File: src/rtl/hi_xcorr_ssp_tx.sv
// hi_xcorr_ssp_tx: buffers signed I/Q correlation pairs and
// serializes each as a 16-bit SSP frame (I then Q, MSB first).
module hi_xcorr_ssp_tx #(
  parameter int FIFO_DEPTH = 2,
  parameter int CLK_DIV    = 4
) (
  input  logic                          adc_clk,
  input  logic                          reset,
  input  logic                          corr_valid,
  input  logic [7:0]                    corr_i,
  input  logic [7:0]                    corr_q,
  output logic                          ssp_clk,
  output logic                          ssp_frame,
  output logic                          ssp_din,
  output logic [$clog2(FIFO_DEPTH):0]   fifo_level,
  output logic                          overflow
);

  localparam int AW = $clog2(FIFO_DEPTH);
  localparam int PW = $clog2(CLK_DIV);
  localparam logic [PW-1:0] PH_LAST = PW'(CLK_DIV - 1);
  localparam logic [PW-1:0] PH_HALF = PW'(CLK_DIV / 2);
  localparam logic [PW-1:0] PH_ONE  = PW'(1);
  localparam logic [AW-1:0] A_ONE   = AW'(1);
  localparam logic [AW:0]   C_ONE   = (AW+1)'(1);
  localparam logic [AW:0]   C_FULL  = (AW+1)'(FIFO_DEPTH);

  typedef enum logic {
    S_IDLE,
    S_SHIFT
  } state_t;

  state_t        r_state;
  logic [PW-1:0] r_ph;
  logic [15:0]   r_sr;
  logic [3:0]    r_bit;
  logic          r_clk;
  logic          r_frame;
  logic          r_din;

  logic [15:0]   r_mem [FIFO_DEPTH];
  logic [AW-1:0] r_wp;
  logic [AW-1:0] r_rp;
  logic [AW:0]   r_cnt;
  logic          r_ovf;

  logic          w_last;
  logic [PW-1:0] w_ph_nxt;
  logic          w_empty;
  logic          w_full;
  logic          w_pop;
  logic          w_push;
  logic [15:0]   w_head;

  assign w_last   = (r_ph == PH_LAST);
  assign w_ph_nxt = w_last ? '0 : r_ph + PH_ONE;
  assign w_empty  = (r_cnt == '0);
  assign w_full   = (r_cnt == C_FULL);
  assign w_head   = r_mem[r_rp];

  // Pops happen only on the slot boundary, either from idle or
  // at the end of the last bit so frames run back to back.
  assign w_pop  = w_last && !w_empty &&
                  ((r_state == S_IDLE) || (r_bit == 4'd15));
  assign w_push = corr_valid && (!w_full || w_pop);

  always_ff @(negedge adc_clk) begin
    if (w_push) begin
      r_mem[r_wp] <= {corr_i, corr_q};
    end
  end

  always_ff @(negedge adc_clk) begin
    if (reset) begin
      r_wp  <= '0;
      r_rp  <= '0;
      r_cnt <= '0;
      r_ovf <= 1'b0;
    end else begin
      if (w_push) begin
        r_wp <= r_wp + A_ONE;
      end
      if (w_pop) begin
        r_rp <= r_rp + A_ONE;
      end
      if (w_push && !w_pop) begin
        r_cnt <= r_cnt + C_ONE;
      end else if (w_pop && !w_push) begin
        r_cnt <= r_cnt - C_ONE;
      end
      if (corr_valid && !w_push) begin
        r_ovf <= 1'b1;
      end
    end
  end

  always_ff @(negedge adc_clk) begin
    if (reset) begin
      r_state <= S_IDLE;
      r_ph    <= '0;
      r_sr    <= '0;
      r_bit   <= '0;
      r_clk   <= 1'b0;
      r_frame <= 1'b0;
      r_din   <= 1'b0;
    end else begin
      r_ph  <= w_ph_nxt;
      r_clk <= (w_ph_nxt < PH_HALF);
      if (w_last) begin
        unique case (r_state)
          S_IDLE: begin
            if (w_pop) begin
              r_state <= S_SHIFT;
              r_sr    <= {w_head[14:0], 1'b0};
              r_bit   <= '0;
              r_din   <= w_head[15];
              r_frame <= 1'b1;
            end else begin
              r_din   <= 1'b0;
              r_frame <= 1'b0;
            end
          end
          S_SHIFT: begin
            if (r_bit != 4'd15) begin
              r_bit   <= r_bit + 4'd1;
              r_din   <= r_sr[15];
              r_sr    <= {r_sr[14:0], 1'b0};
              r_frame <= 1'b0;
            end else if (w_pop) begin
              r_sr    <= {w_head[14:0], 1'b0};
              r_bit   <= '0;
              r_din   <= w_head[15];
              r_frame <= 1'b1;
            end else begin
              r_state <= S_IDLE;
              r_din   <= 1'b0;
              r_frame <= 1'b0;
            end
          end
          default: begin
            r_state <= S_IDLE;
          end
        endcase
      end
    end
  end

  assign ssp_clk    = r_clk;
  assign ssp_frame  = r_frame;
  assign ssp_din    = r_din;
  assign fifo_level = r_cnt;
  assign overflow   = r_ovf;

endmodule
File: config.mk
export PLATFORM = sky130hd
export DESIGN_NAME = hi_xcorr_ssp_tx
export DESIGN_NICKNAME = d
export VERILOG_FILES = /design/src/rtl/hi_xcorr_ssp_tx.sv
export SDC_FILE = /design/constraint.sdc
export NUM_CORES = 1
export LEC_CHECK = 0
export BUFFER_PORTS_ARGS = -buffer_cell sky130_fd_sc_hd__buf_2
export CORE_MARGIN = 5
export CORE_UTILIZATION = 35
export DETAILED_ROUTE_END_ITERATION = 12
export GPL_ROUTABILITY_DRIVEN = 0
export PLACE_DENSITY = 0.54
export REMOVE_ABC_BUFFERS = 1
export SETUP_SLACK_MARGIN = 0.3
export SLEW_MARGIN = 20
export SYNTH_ARGS = -nofsm -noshare
export SYNTH_HDL_FRONTEND = slang
export SYNTH_SLANG_ARGS = --single-unit
File: constraint.sdc
create_clock -name adc_clk -period 2.6 [get_ports adc_clk]
set_clock_uncertainty 0.15 [all_clocks]
set_input_delay 0.26 -clock adc_clk [delete_from_list [all_inputs] [get_ports adc_clk]]
set_output_delay 0.26 -clock adc_clk [all_outputs]
set_load 0.005 [all_outputs]
==> results.json, run 1 <==
{
  "synthXorXnorAreaFrac": 0.0135,
  "hold_viol": 0,
  "dieArea_um2": 9250,
  "cp_max_fo": 2,
  "crit_family": "flip-flops",
  "max_stage_delay_ps": 320,
  "viasPerCell": 4.66,
  "dp_slack_ps": -261,
  "worstPathBufferInverterCount": 1,
  "maxCapViolCount": 0,
  "synth.area.top_cells": "edfxtp_1, dfxtp_1, mux2i_1, o311a_1, a21oi_1",
  "synthMuxAreaShare": 0.0871,
  "cp.required_ps": 2190,
  "crit_path_cell_trace": "buf_6",
  "clk_pin_slew_worst_paths_ps": 40,
  "utilization": 0.469,
  "vias": 1900,
  "place_hpwl_mm": 2.89,
  "drtAntennaViolNets": 0,
  "cp.arrival_ps": 2110,
  "start_util": 0.358,
  "cts_tree": "done",
  "yosysSeqAreaShare": 0.616,
  "finalSetupViolations": 0,
  "synth-compound-area-share": 0.116,
  "fin_nets": 326,
  "h-tree-depth": 3,
  "syn_inst": 205,
  "slew_headroom": 0.754,
  "post-place-cells": 327,
  "drive_gt1_frac": 0.236,
  "core_area_um2": 7250,
  "fin_cells": 408,
  "fp.dieH_um": 96.2,
  "antenna_found_initial": 0,
  "first_pass_iters": 4,
  "cts-root-buf": "clkbuf_8",
  "grt_pass1_wl_mm": 8.19,
  "diodes": 0,
  "grt_overflow_total": 0,
  "synth_cell_type_count": 39,
  "critPathKind": "reg2out",
  "avgSynthCellArea_um2": 12.7,
  "ys_warn_count": 0,
  "wl_per_cell_um": 12.0,
  "crit_path_start_kind": "flop",
  "insertion_delay_ps": 380,
  "ir_drop_mv": 0.312,
  "drt_iter0_drc": 37,
  "area_delta_synth_final_pct": 31.0,
  "die_w_um": 96.2,
  "syn-cell-area_um2": 2600,
  "fillCellCount": 695,
  "rows": 31,
  "synth_flop_cell": "edfxtp_1",
  "p_leak_nw": 1.53,
  "grt_start_max_net_pins": 33,
  "wl_mm": 4.89,
  "cts_made_buffers": 9,
  "slowest_stage": "dfxtp_2",
  "synth_top_family_by_area": "simple AND/OR/NAND/NOR gates",
  "hold_class": "reg2reg",
  "grt_pass1_vias": 2034,
  "rsz0062_at_grt": "true",
  "portBuffers": 24,
  "clockBufferDepth": 2,
  "synthArstFlopShare": 0,
  "yosysTopAreaCell": "edfxtp_1",
  "cts-hold-fix-buffers": 0,
  "outcome": "finished, final reports clean",
  "pin_count": 25,
  "clock-sinks": 64,
  "setup_slack_ps": 79.8,
  "synth_seq_cells": 64,
  "grt_use_total": 0.117,
  "yosysTopAreaCellShare": 0.370,
  "tightest_slew_ps": 368,
  "cp-end-kind": "output port",
  "synth_fa_ha_area_frac": 0.0144,
  "remaining_drc_errors": 0,
  "slew_violations": 0,
  "power_density_nw_per_um2": 802,
  "yosys.area_share.simple": 0.121,
  "synth_edf_count": 32
}
## registers in the layout, indices dropped and copies added, names as in the netlist, 2 cells and up, named ones only
name,count
r_mem,32
r_sr,16
r_bit,4
fifo_level,2
r_ph,2
## report_power, final
part | internal, mW | switching, mW | leakage, nW | total [mW]
Clock | 0.581 | 0.649 | 0.441 | 1.23
Sequential | 1.17 | 0.0351 | 0.561 | 1.21
Combinational | 0.148 | 0.145 | 0.524 | 0.293
## cells in the final DEF, fill, tap and decap left out, types with 2 or more instances in the layout
cell	n
xor2_1	3
dfxtp_2	5
inv_6	2
edfxtp_1	32
nor3_1	4
or2b_1	3
nand3_1	3
clkinv_4	3
nor2b_1	4
and2_1	5
a21oi_1	19
mux2i_1	17
nor2_1	12
inv_1	65
nand2b_1	10
buf_2	20
buf_6	3
buf_4	10
o311a_1	11
dfxtp_1	27
mux2_2	5
nand2_1	8
clkbuf_8	9
buf_12	3
ha_1	2
## metal layers
layer  share of wire  track usage  vias up
li1                -            -      956
met4          0.0049       0.0924        0
met3           0.038       0.0633        4
met1            0.42        0.109      913
met5               0            0        -
met2            0.53        0.191       27
## layout make-up
type / instances / area, µm² / area share
tap: 99 / 124 / 0.0364
clock inverter: 71 / 319 / 0.0937
multi-input combinational: 126 / 938 / 0.276
sequential: 64 / 1610 / 0.472
clock buffer: 9 / 124 / 0.0364
inverter: 2 / 7.51 / 0.00221
timing repair buffer: 37 / 284 / 0.0834
## synthesized netlist by cell type, types with 5 or more instances
cell and instances:
edfxtp_1 32, mux2_2 5, dfxtp_1 32, mux2i_1 17, and2_1 5, buf_2 6
a21oi_1 19, o311a_1 11, nand2b_1 10, nor2_1 13, nand2_1 8
## metrics by stage
stage          area [µm²]  setup TNS, ps  hold slack, ps  total power [mW]
4_1_cts              3370              0             273              2.79
6_report             3400              0             269              2.73
5_1_grt              3400              0             292              2.94
3_5_place_dp         2890          -1860             263              1.64
2_1_floorplan        2530          -5650             246              1.51
3_3_place_gp         2890          -1770             263              1.63
## cell families (layout without fill, tap and decap cells)
kind of cell,Yosys count,in the layout
and+or+nand+nor,56,56
xor gates and xnor gates,4,4
adders and majority gates,3,3
DFF,64,64
muxes,22,22
AOI/OAI and AO/OA,41,41
buffers and inverters,15,119
## what timing repair did
action | 4_1_cts | 5_1_grt
resized for setup | 10 | 5
setup endpoints to repair | 13 | 8
setup buffers | 0 | 2
pin swaps | 2 | 3
cloned | 0 | 0
## worst paths after layout
kind	startpoint	to	slack, ps	depth (start not counted)
worst max-delay path	ssp_din$_SDFFE_NP0P_	ssp_din	80	1
worst min-delay path	r_ph[0]$_SDFF_NP0_	r_ph[0]$_SDFF_NP0_	270	1
worst max register to register	r_ph[0]$_SDFF_NP0_	fifo_level[1]$_SDFFE_NP0P_	400	8
worst min register to register	r_ph[0]$_SDFF_NP0_	r_ph[0]$_SDFF_NP0_	270	1
No activity file was read; power rests on OpenSTA's default activity.
==> run 2: changes to the inputs <==
Settings changed: CTS_BUF_LIST from default to sky130_fd_sc_hd__clkbuf_16.
==> run 2 against run 1 <==
Against the previous run: clock power is 28% higher; clock-buffer cell count stayed put; sequential share of layout area is 1.4 points lower; critical path type unchanged; largest power group unchanged.
==> results.json, run 2 (synthesized netlist as in run 1, its figures left out) <==
{
  "outcome": "finished, final reports clean",
  "regMostFlops": "r_mem",
  "rsz0062_at_grt": "true",
  "dp_slack_ps": -261,
  "dieArea_um2": 9250,
  "core_area_um2": 7250,
  "antenna_found_initial": 0,
  "fin_cells": 408,
  "r2r_cells": 8,
  "critPathKind": "reg2out",
  "wl_mm": 4.98,
  "min_to": "r_ph[0]$_SDFF_NP0_",
  "grt_overflow_total": 0,
  "first_pass_iters": 6,
  "clockBufferDepth": 2,
  "drt_iter0_drc": 34,
  "final_cell_area_um2": 3510,
  "slowest_stage": "dfxtp_2",
  "final_cell_mix": "inv_1, edfxtp_1, dfxtp_1",
  "fillCellCount": 689,
  "remaining_drc_errors": 0,
  "final_common_cell": "inv_1",
  "cp-end-kind": "output port",
  "cts_made_buffers": 9,
  "drtAntennaViolNets": 0,
  "h-tree-depth": 3,
  "cts_tree": "done",
  "cp.required_ps": 2190,
  "hold_class": "reg2reg",
  "slew_headroom": 0.753,
  "wl_per_cell_um": 12.2,
  "crit_path_cell_trace": "buf_6",
  "clock-sinks": 64,
  "cp_max_fo": 2,
  "diodes": 0,
  "min_path_cells": 1,
  "start_util": 0.358,
  "fp.dieH_um": 96.2,
  "rows": 31,
  "cts-hold-fix-buffers": 0,
  "r2r_end": "fifo_level[1]$_SDFFE_NP0P_",
  "worstPathBufferInverterCount": 1,
  "die_w_um": 96.2,
  "crit_path_start_kind": "flop",
  "viasPerCell": 4.63,
  "cp.arrival_ps": 2120,
  "grt_pass1_vias": 2071,
  "post-place-cells": 327,
  "pin_count": 25,
  "reg_top3": "r_mem x32, r_sr x16, r_bit x4",
  "clk_pin_slew_worst_paths_ps": 40,
  "fin_hold_ws_ps": 269,
  "area_delta_synth_final_pct": 34.9,
  "p_leak_nw": 1.57,
  "place_hpwl_mm": 2.89,
  "largest_register_ffs": 32,
  "ff2ff_setup_slack_ps": 410,
  "grt_pass1_wl_mm": 8.39,
  "max_stage_delay_ps": 320,
  "hp-start": "r_ph[0]$_SDFF_NP0_",
  "grt_start_max_net_pins": 33,
  "vias": 1891,
  "grt_use_total": 0.122,
  "crit_family": "flip-flops",
  "portBuffers": 24,
  "place_area_um2": 2890,
  "tightest_slew_ps": 370,
  "r2r_start": "r_ph[0]$_SDFF_NP0_",
  "hold_viol": 0,
  "setup_slack_ps": 72.8,
  "insertion_delay_ps": 390,
  "power_density_nw_per_um2": 879,
  "cts-root-buf": "clkbuf_16",
  "slew_violations": 0,
  "finalSetupViolations": 0,
  "ir_drop_mv": 0.425,
  "drive_gt1_frac": 0.239,
  "fin_nets": 326,
  "maxCapViolCount": 0
}
[run 2: layout make-up]
class | instances | area (µm²) | share of cell area
inverters | 2 | 7.51 | 0.00214
clock buffers | 9 | 225 | 0.0642
flip-flops and latches | 64 | 1610 | 0.459
repair buffers | 37 | 280 | 0.0799
multi-input cells | 126 | 942 | 0.269
well taps | 99 | 124 | 0.0353
clock inverters | 71 | 319 | 0.0910
[run 2: how the worst max path moves through the flow]
stage / start / to / slack [ps] / cells past startpoint
after floorplan: corr_valid / r_mem[0][0]$_DFFE_NP_ / -280 / 2
after global placement: corr_valid / fifo_level[1]$_SDFFE_NP0P_ / -260 / 6
after detailed placement: corr_valid / fifo_level[1]$_SDFFE_NP0P_ / -260 / 6
after CTS: ssp_din$_SDFFE_NP0P_ / ssp_din / 50 / 1
after global routing: ssp_din$_SDFFE_NP0P_ / ssp_din / 40 / 1
final: ssp_din$_SDFFE_NP0P_ / ssp_din / 70 / 1
[run 2: per-stage QoR]
stage / util / TNS, ps / total power [mW]
after floorplan: - / -5650 / 1.51
after global placement: 0.399 / -1770 / 1.63
after detailed placement: 0.399 / -1860 / 1.64
after CTS: 0.478 / 0 / 3.14
after global routing: 0.483 / 0 / 3.30
final: 0.483 / 0 / 3.08
[run 2: routing by layer]
| layer | track usage | part of all wire | vias up |
|---|---|---|---|
| met5 | 0 | 0 | - |
| met4 | 0.0960 | 0.015 | 0 |
| met2 | 0.195 | 0.52 | 31 |
| li1 | - | - | 954 |
| met1 | 0.108 | 0.42 | 901 |
| met3 | 0.0782 | 0.044 | 5 |
[run 2: report_power, final]
part | internal, mW | switching [mW] | leakage, nW
combinational | 0.151 | 0.147 | 0.523
clock | 0.882 | 0.693 | 0.487
sequential | 1.17 | 0.0361 | 0.561
total | 2.21 | 0.876 | 1.57
[run 2: timing repair]
item,in CTS,in global routing
endpoints found under the setup margin,22,8
setup buffers,0,2
gates resized for setup,10,5
pin swaps,2,1
